**src/rtl/ex_rom_pkg.sv**
```systemverilog
// rtl/ex_rom_pkg.sv - shared types and pure helpers for the generated-content ROM with BIST
//
// Purpose : FSM state type, generated ROM word function and MISR step function.
//           Helpers work on MAX_W-bit vectors; callers truncate the result to
//           their own DATA_W, which also gives the zero-extend/truncate rule
//           for rom_word.
// Ports   : none (package)
package ex_rom_pkg;

  localparam int MAX_W = 64;

  typedef enum logic [1:0] {
    ST_IDLE = 2'd0,
    ST_RUN  = 2'd1,
    ST_CMP  = 2'd2,
    ST_DONE = 2'd3
  } bist_state_e;

  function automatic logic [MAX_W-1:0] rom_word(input logic [MAX_W-1:0] addr,
                                                input logic [MAX_W-1:0] seed);
    return addr ^ seed;
  endfunction

  // Shift left, fold the outgoing MSB (bit width-1) back through the
  // polynomial, then absorb the new data word. Bits at and above width are junk.
  function automatic logic [MAX_W-1:0] misr_step(input logic [MAX_W-1:0] sig,
                                                 input logic [MAX_W-1:0] data,
                                                 input logic [MAX_W-1:0] poly,
                                                 input int               width);
    logic [MAX_W-1:0] r;
    r = (sig << 1) ^ data;
    if (sig[width-1]) r = r ^ poly;
    return r;
  endfunction

endpackage

```
**src/rtl/ex_rom_misr.sv**
```systemverilog
// rtl/ex_rom_misr.sv - DATA_W-bit multiple-input signature register
//
// Purpose : Compacts one data word per enabled cycle into a signature.
//           clear has priority over enable.
// Ports   : clk    in  core clock
//           rst_n  in  asynchronous active-low reset
//           clear  in  synchronous clear to zero
//           enable in  absorb data this cycle
//           data   in  DATA_W word to absorb
//           sig    out current signature
module ex_rom_misr
  import ex_rom_pkg::*;
#(
  parameter int                DATA_W = 8,
  parameter logic [DATA_W-1:0] POLY   = '0
) (
  input  logic              clk,
  input  logic              rst_n,
  input  logic              clear,
  input  logic              enable,
  input  logic [DATA_W-1:0] data,
  output logic [DATA_W-1:0] sig
);

  logic [DATA_W-1:0] r_sig;

  always_ff @(posedge clk or negedge rst_n) begin
    if (!rst_n) begin
      r_sig <= '0;
    end else if (clear) begin
      r_sig <= '0;
    end else if (enable) begin
      r_sig <= DATA_W'(misr_step(MAX_W'(r_sig), MAX_W'(data), MAX_W'(POLY), DATA_W));
    end
  end

  assign sig = r_sig;

endmodule

```
**src/rtl/ex_core_rom_bist.sv**
```systemverilog
// rtl/ex_core_rom_bist.sv - registered identity ROM with valid/ready read port and MISR self-test
//
// Purpose : word[a] = a ^ CONTENT_SEED (DATA_W bits). One-cycle-latency read
//           port; BIST sweeps all DEPTH words through a MISR and compares the
//           result against EXPECTED_SIG.
// Macro   : EX_ROM_FAULT_INJECT_EN adds port fault_inj and parameter FAULT_ADDR;
//           while fault_inj=1, bit 0 of word[FAULT_ADDR] is inverted.
// Ports   : clk        in  core clock
//           rst_n      in  asynchronous active-low reset
//           rd_req     in  read request
//           rd_addr    in  read address, sampled on accept
//           rd_ready   out read port can accept (combinational)
//           rd_valid   out one-cycle pulse, rd_data valid
//           rd_data    out read data, held between responses
//           rd_err     out pulses with rd_valid for out-of-range address
//           bist_start in  start or restart self-test
//           bist_busy  out self-test in progress
//           bist_done  out self-test finished, held
//           bist_pass  out signature matched, held with bist_done
//           bist_sig   out live MISR signature
//           fault_inj  in  (macro only) invert bit 0 of word[FAULT_ADDR]
module ex_core_rom_bist
  import ex_rom_pkg::*;
#(
  parameter int                ADDR_W       = 8,
  parameter int                DATA_W       = 8,
  parameter int                DEPTH        = 256,
  parameter logic [DATA_W-1:0] CONTENT_SEED = '0,
  parameter logic [DATA_W-1:0] MISR_POLY    = DATA_W'(8'h1D),
  parameter logic [DATA_W-1:0] EXPECTED_SIG = '0
`ifdef EX_ROM_FAULT_INJECT_EN
  ,
  parameter int                FAULT_ADDR   = 0
`endif
) (
  input  logic              clk,
  input  logic              rst_n,
  input  logic              rd_req,
  input  logic [ADDR_W-1:0] rd_addr,
  output logic              rd_ready,
  output logic              rd_valid,
  output logic [DATA_W-1:0] rd_data,
  output logic              rd_err,
  input  logic              bist_start,
  output logic              bist_busy,
  output logic              bist_done,
  output logic              bist_pass,
  output logic [DATA_W-1:0] bist_sig
`ifdef EX_ROM_FAULT_INJECT_EN
  ,
  input  logic              fault_inj
`endif
);

  // One extra counter bit so DEPTH == 2**ADDR_W never wraps.
  localparam int             CNT_W   = ADDR_W + 1;
  localparam logic [CNT_W-1:0] DEPTH_C = CNT_W'(DEPTH);
  localparam logic [CNT_W-1:0] LAST_C  = CNT_W'(DEPTH - 1);
`ifdef EX_ROM_FAULT_INJECT_EN
  localparam logic [CNT_W-1:0] FAULT_C = CNT_W'(FAULT_ADDR);
`endif

  bist_state_e       r_state;
  logic [CNT_W-1:0]  r_cnt;
  logic              r_busy;
  logic              r_done;
  logic              r_pass;
  logic              r_rd_valid;
  logic              r_rd_err;
  logic [DATA_W-1:0] r_rd_data;

  logic              w_idle_like;
  logic              w_launch;
  logic              w_rd_ready;
  logic              w_accept;
  logic              w_rd_oor;
  logic [CNT_W-1:0]  w_rd_addr_x;
  logic [DATA_W-1:0] w_rd_word;
  logic [DATA_W-1:0] w_bist_word;
  logic [DATA_W-1:0] w_sig;

  assign w_idle_like = (r_state == ST_IDLE) || (r_state == ST_DONE);
  assign w_launch    = w_idle_like && bist_start;
  // Gated by rst_n so every output reads 0 while reset is held.
  assign w_rd_ready  = rst_n && w_idle_like && !bist_start;
  assign w_accept    = rd_req && w_rd_ready;
  assign w_rd_addr_x = {1'b0, rd_addr};
  assign w_rd_oor    = w_rd_addr_x >= DEPTH_C;

  always_comb begin
    w_rd_word   = DATA_W'(rom_word(MAX_W'(w_rd_addr_x), MAX_W'(CONTENT_SEED)));
    w_bist_word = DATA_W'(rom_word(MAX_W'(r_cnt), MAX_W'(CONTENT_SEED)));
`ifdef EX_ROM_FAULT_INJECT_EN
    if (fault_inj && (w_rd_addr_x == FAULT_C)) w_rd_word[0]   = ~w_rd_word[0];
    if (fault_inj && (r_cnt == FAULT_C))       w_bist_word[0] = ~w_bist_word[0];
`endif
  end

  ex_rom_misr #(
    .DATA_W (DATA_W),
    .POLY   (MISR_POLY)
  ) u_misr (
    .clk    (clk),
    .rst_n  (rst_n),
    .clear  (w_launch),
    .enable (r_state == ST_RUN),
    .data   (w_bist_word),
    .sig    (w_sig)
  );

  always_ff @(posedge clk or negedge rst_n) begin
    if (!rst_n) begin
      r_state <= ST_IDLE;
      r_cnt   <= '0;
      r_busy  <= 1'b0;
      r_done  <= 1'b0;
      r_pass  <= 1'b0;
    end else begin
      case (r_state)
        ST_IDLE, ST_DONE: begin
          if (bist_start) begin
            r_state <= ST_RUN;
            r_cnt   <= '0;
            r_busy  <= 1'b1;
            r_done  <= 1'b0;
            r_pass  <= 1'b0;
          end
        end
        ST_RUN: begin
          r_cnt <= r_cnt + 1'b1;
          if (r_cnt == LAST_C) r_state <= ST_CMP;
        end
        ST_CMP: begin
          // MISR already holds the word[DEPTH-1] update here.
          r_pass  <= (w_sig == EXPECTED_SIG);
          r_done  <= 1'b1;
          r_busy  <= 1'b0;
          r_state <= ST_DONE;
        end
        default: r_state <= ST_IDLE;
      endcase
    end
  end

  always_ff @(posedge clk or negedge rst_n) begin
    if (!rst_n) begin
      r_rd_valid <= 1'b0;
      r_rd_err   <= 1'b0;
      r_rd_data  <= '0;
    end else begin
      r_rd_valid <= w_accept;
      r_rd_err   <= w_accept && w_rd_oor;
      if (w_accept) r_rd_data <= w_rd_oor ? '0 : w_rd_word;
    end
  end

  assign rd_ready  = w_rd_ready;
  assign rd_valid  = r_rd_valid;
  assign rd_data   = r_rd_data;
  assign rd_err    = r_rd_err;
  assign bist_busy = r_busy;
  assign bist_done = r_done;
  assign bist_pass = r_pass;
  assign bist_sig  = w_sig;

endmodule
```
**config.mk**
```make
export PLATFORM = sky130hd
export DESIGN_NAME = ex_core_rom_bist
export DESIGN_NICKNAME = d
export VERILOG_FILES = /design/src/rtl/ex_rom_pkg.sv /design/src/rtl/ex_rom_misr.sv /design/src/rtl/ex_core_rom_bist.sv
export SDC_FILE = /design/constraint.sdc
export NUM_CORES = 1
export LEC_CHECK = 0
export ABC_AREA = 1
export CORE_MARGIN = 4
export CORE_UTILIZATION = 25
export CTS_CLUSTER_DIAMETER = 40
export DETAILED_ROUTE_END_ITERATION = 7
export PLACE_DENSITY_LB_ADDON = 0.3
export SLEW_MARGIN = 15
export SYNTH_ARGS = -nofsm -noshare
export SYNTH_HDL_FRONTEND = slang
export SYNTH_HIERARCHICAL = 1
export SYNTH_SLANG_ARGS = --single-unit
export TNS_END_PERCENT = 30
```
**constraint.sdc**
```tcl
create_clock -name clk -period 1.4 [get_ports clk]
set_clock_uncertainty 0.2 [all_clocks]
set_input_delay 0.35 -clock clk [delete_from_list [all_inputs] [get_ports clk]]
set_output_delay 0.35 -clock clk [all_outputs]
set_load 0.02 [all_outputs]
```
==> flow_metrics.tcl <==
set metrics [dict create \
    htree_levels 2 \
    start_util_pct 26.4 \
    grt_max_degree 32 \
    synth_xor_area_share_pct 2.74 \
    via_per_inst 4.23 \
    drc 0 \
    vias 1438 \
    die_w_um 88.0 \
    r2r-end "u_misr/sig[6]" \
    reg2reg_from "r_state[0]" \
    cp_cell_sequence "ha_4 > nand2_4 > nor2_4 > buf_6" \
    core_area_sq_mm 0.00606 \
    synth_edf_count 0 \
    drive_gt1_share_pct 38.5 \
    final_antenna_net_count 0 \
    post-place-ws_ps -898 \
    startpoint "r_state[1]" \
    worst_path_max_delay_cell "dfrtp_1" \
    clkTransAtPathRegs_ps 60 \
    die_area_sq_mm 0.00774 \
    critPathBufInv 1 \
    multi_input_area_sq_um 880 \
    place_congestion 0.764 \
    status "complete, but fails checks" \
    cts_tree "yes" \
    grt_pass1_wl_um 6350 \
    synthCells 194 \
    hpwl_um 2730 \
    wl_per_cell_um 10.9 \
    hold_ws_ps 278 \
    crit_family "flip-flops" \
    synth_seq_cells 31 \
    period_share_pct 128 \
    synth_compound_area_share_pct 7.11 \
    reg2reg_slack_ps -350 \
    synth_nets 211 \
    cpPeakStageDelay_ps 400 \
    max_freq_ghz 0.559 \
    r2r_cells 9 \
    synthFlopType "dfrtp_1" \
    crit_required_ps 850 \
    regArea_sq_um 776 \
    min_path_type "flip-flop to flip-flop" \
    fillers 615 \
    cp.depth 4 \
    synth.distinct_cells 27 \
    dr.pass1.iters 4 \
    layout.nets 283 \
    async_flop_share_pct 100 \
    worstSetupEndpointType "output port" \
    final_common_cell "nand2_1" \
    fin_util_pct 40.5 \
    rows 28 \
    setup_ws_ps -388 \
    grt_overflow_total 0 \
    cts_root_buffer "clkbuf_8" \
    drv_slew 0 \
    dp_cells 328 \
    cts_sinks 31 \
    synth_sequential_area_ratio_pct 48.5 \
    arrival_ps 1240 \
    synth_area_sq_mm 0.00160 \
    synth_warnings 6 \
    finalSetupViolations 32 \
    antenna_found_initial 0 \
    path_class "flip-flop to output port" \
    avgSynthCellArea_sq_um 8.25 \
    drtIter0Drc 36 \
    path_max_fanout 2 \
    wirelength_um 3720 \
    grt_pass1_vias 1398 \
    drv_cap 0 \
    cp-endpoint "rd_ready" \
    peakVddDrop_uv 996 \
    area_delta_synth_final_pct 53.5 \
    hold_violations 0 \
    p_leak_nw 1.29 \
    failed_checks "negative setup slack" \
    clock_path_buffers 2 \
    clock_latency_ps 280 \
    dieHeight_um 88.0 \
    boundaryPins 34 \
    setup-tns-final_ps -8680 \
    critPathLaunchType "flip-flop" \
    antenna_cells 0 \
    cellPowerDensity_mw_per_mm2 2110 \
    final_cell_mix "nand2_1 (59), buf_4 (33), dfrtp_1 (31)" \
    final_cells 340 \
    yosys.area_share.adder_pct 3.91 \
    io_buffers 32 \
    period_minus_slack_ps 1790 \
    synth_simple_gate_area_share_pct 29.5 \
    muxShareOfSynthArea_pct 0 \
    cts_hold_buf 0 \
    rsz0062_at_grt "true" \
    synth_top_family_by_area "simple AND/OR/NAND/NOR gates" \
    grtUsageTotal_pct 10.7 \
    cts_buffers 5 \
]
==> what timing repair did <==
item / in CTS / in global routing
resized for setup: 107 / 31
setup endpoints to repair: 51 / 43
pin swaps: 4 / 10
buffers inserted: 1 / 5
==> synthesized netlist by cell type (2+ instances only) <==
| cell | number | share of area (%) |
|---|---|---|
| nand2_1 | 68 | 16 |
| dfrtp_1 | 31 | 48 |
| inv_1 | 24 | 5.6 |
| nand3_1 | 12 | 3.8 |
| nor2_1 | 8 | 1.9 |
| o21ai_0 | 8 | 2.5 |
| ha_1 | 5 | 3.9 |
| xnor2_1 | 5 | 2.7 |
| nand2_2 | 4 | 1.6 |
| inv_2 | 3 | 0.70 |
| nand4_1 | 3 | 1.2 |
| o21ai_2 | 3 | 1.6 |
| o22ai_1 | 3 | 1.2 |
| a21oi_1 | 2 | 0.63 |
| nor2_4 | 2 | 1.4 |
| o21ai_1 | 2 | 0.63 |
==> worst min-delay path, cell delays in order (launching register included) <==
cell and delay [ps]:
dfrtp_1 340, nand2_1 50, nand2_1 50
==> report_power, final <==
part           internal, mW  switching, mW
Sequential             1.20          0.161
Combinational          1.41           1.78
Clock                 0.330          0.301
Total                  2.93           2.24
==> sequential cells by signal, indices dropped and copies added, names as in the netlist <==
signal / cells
bist_busy: 1
bist_done: 1
bist_pass: 1
r_cnt: 9
r_state: 2
rd_data: 8
rd_valid: 1
u_misr/sig: 8
==> worst min-delay path by stage <==
stage	slack (ps)	endpoint	startpoint	depth (start not counted)
2_1_floorplan	-150	bist_busy	rst_n	0
3_3_place_gp	260	rd_data[0]	rd_data[0]	2
3_5_place_dp	270	rd_data[6]	rd_data[6]	2
4_1_cts	280	rd_data[7]	rd_data[7]	2
5_1_grt	310	rd_data[6]	rd_data[6]	2
6_report	280	rd_data[7]	rd_data[7]	2
==> final cells by class <==
class,instances,share of cell area (%)
Multi-Input combinational cell,133,35.8
Timing Repair Buffer,67,20.5
Tap cell,75,3.82
Sequential cell,31,31.6
Clock buffer,6,2.95
Inverter,28,5.30
==> stage by stage <==
| step | power, mW | cell area, sq um |
|---|---|---|
| 6_report | 5.17 | 2460 |
| 5_1_grt | 5.61 | 2460 |
| 4_1_cts | 4.84 | 2300 |
| 3_5_place_dp | 4.13 | 2240 |
| 3_3_place_gp | 4.09 | 2240 |
| 2_1_floorplan | 2.91 | 1620 |
==> kinds of logic after synthesis <==
family	count (synthesis)
other	1
AO/OA/AOI/OAI	19
XOR/XNOR	5
buffers and inverters	30
flip-flops	31
AND/OR/NAND/NOR	103
adder cells (fa/ha/maj)	5
==> per-layer routing <==
layer	GRT usage, %	share of wire, %
met1	12.8	45
met5	0	0
met3	3.10	6.7
met2	17.5	47
met4	5.02	1.7
(Power assumes the default switching activity.)
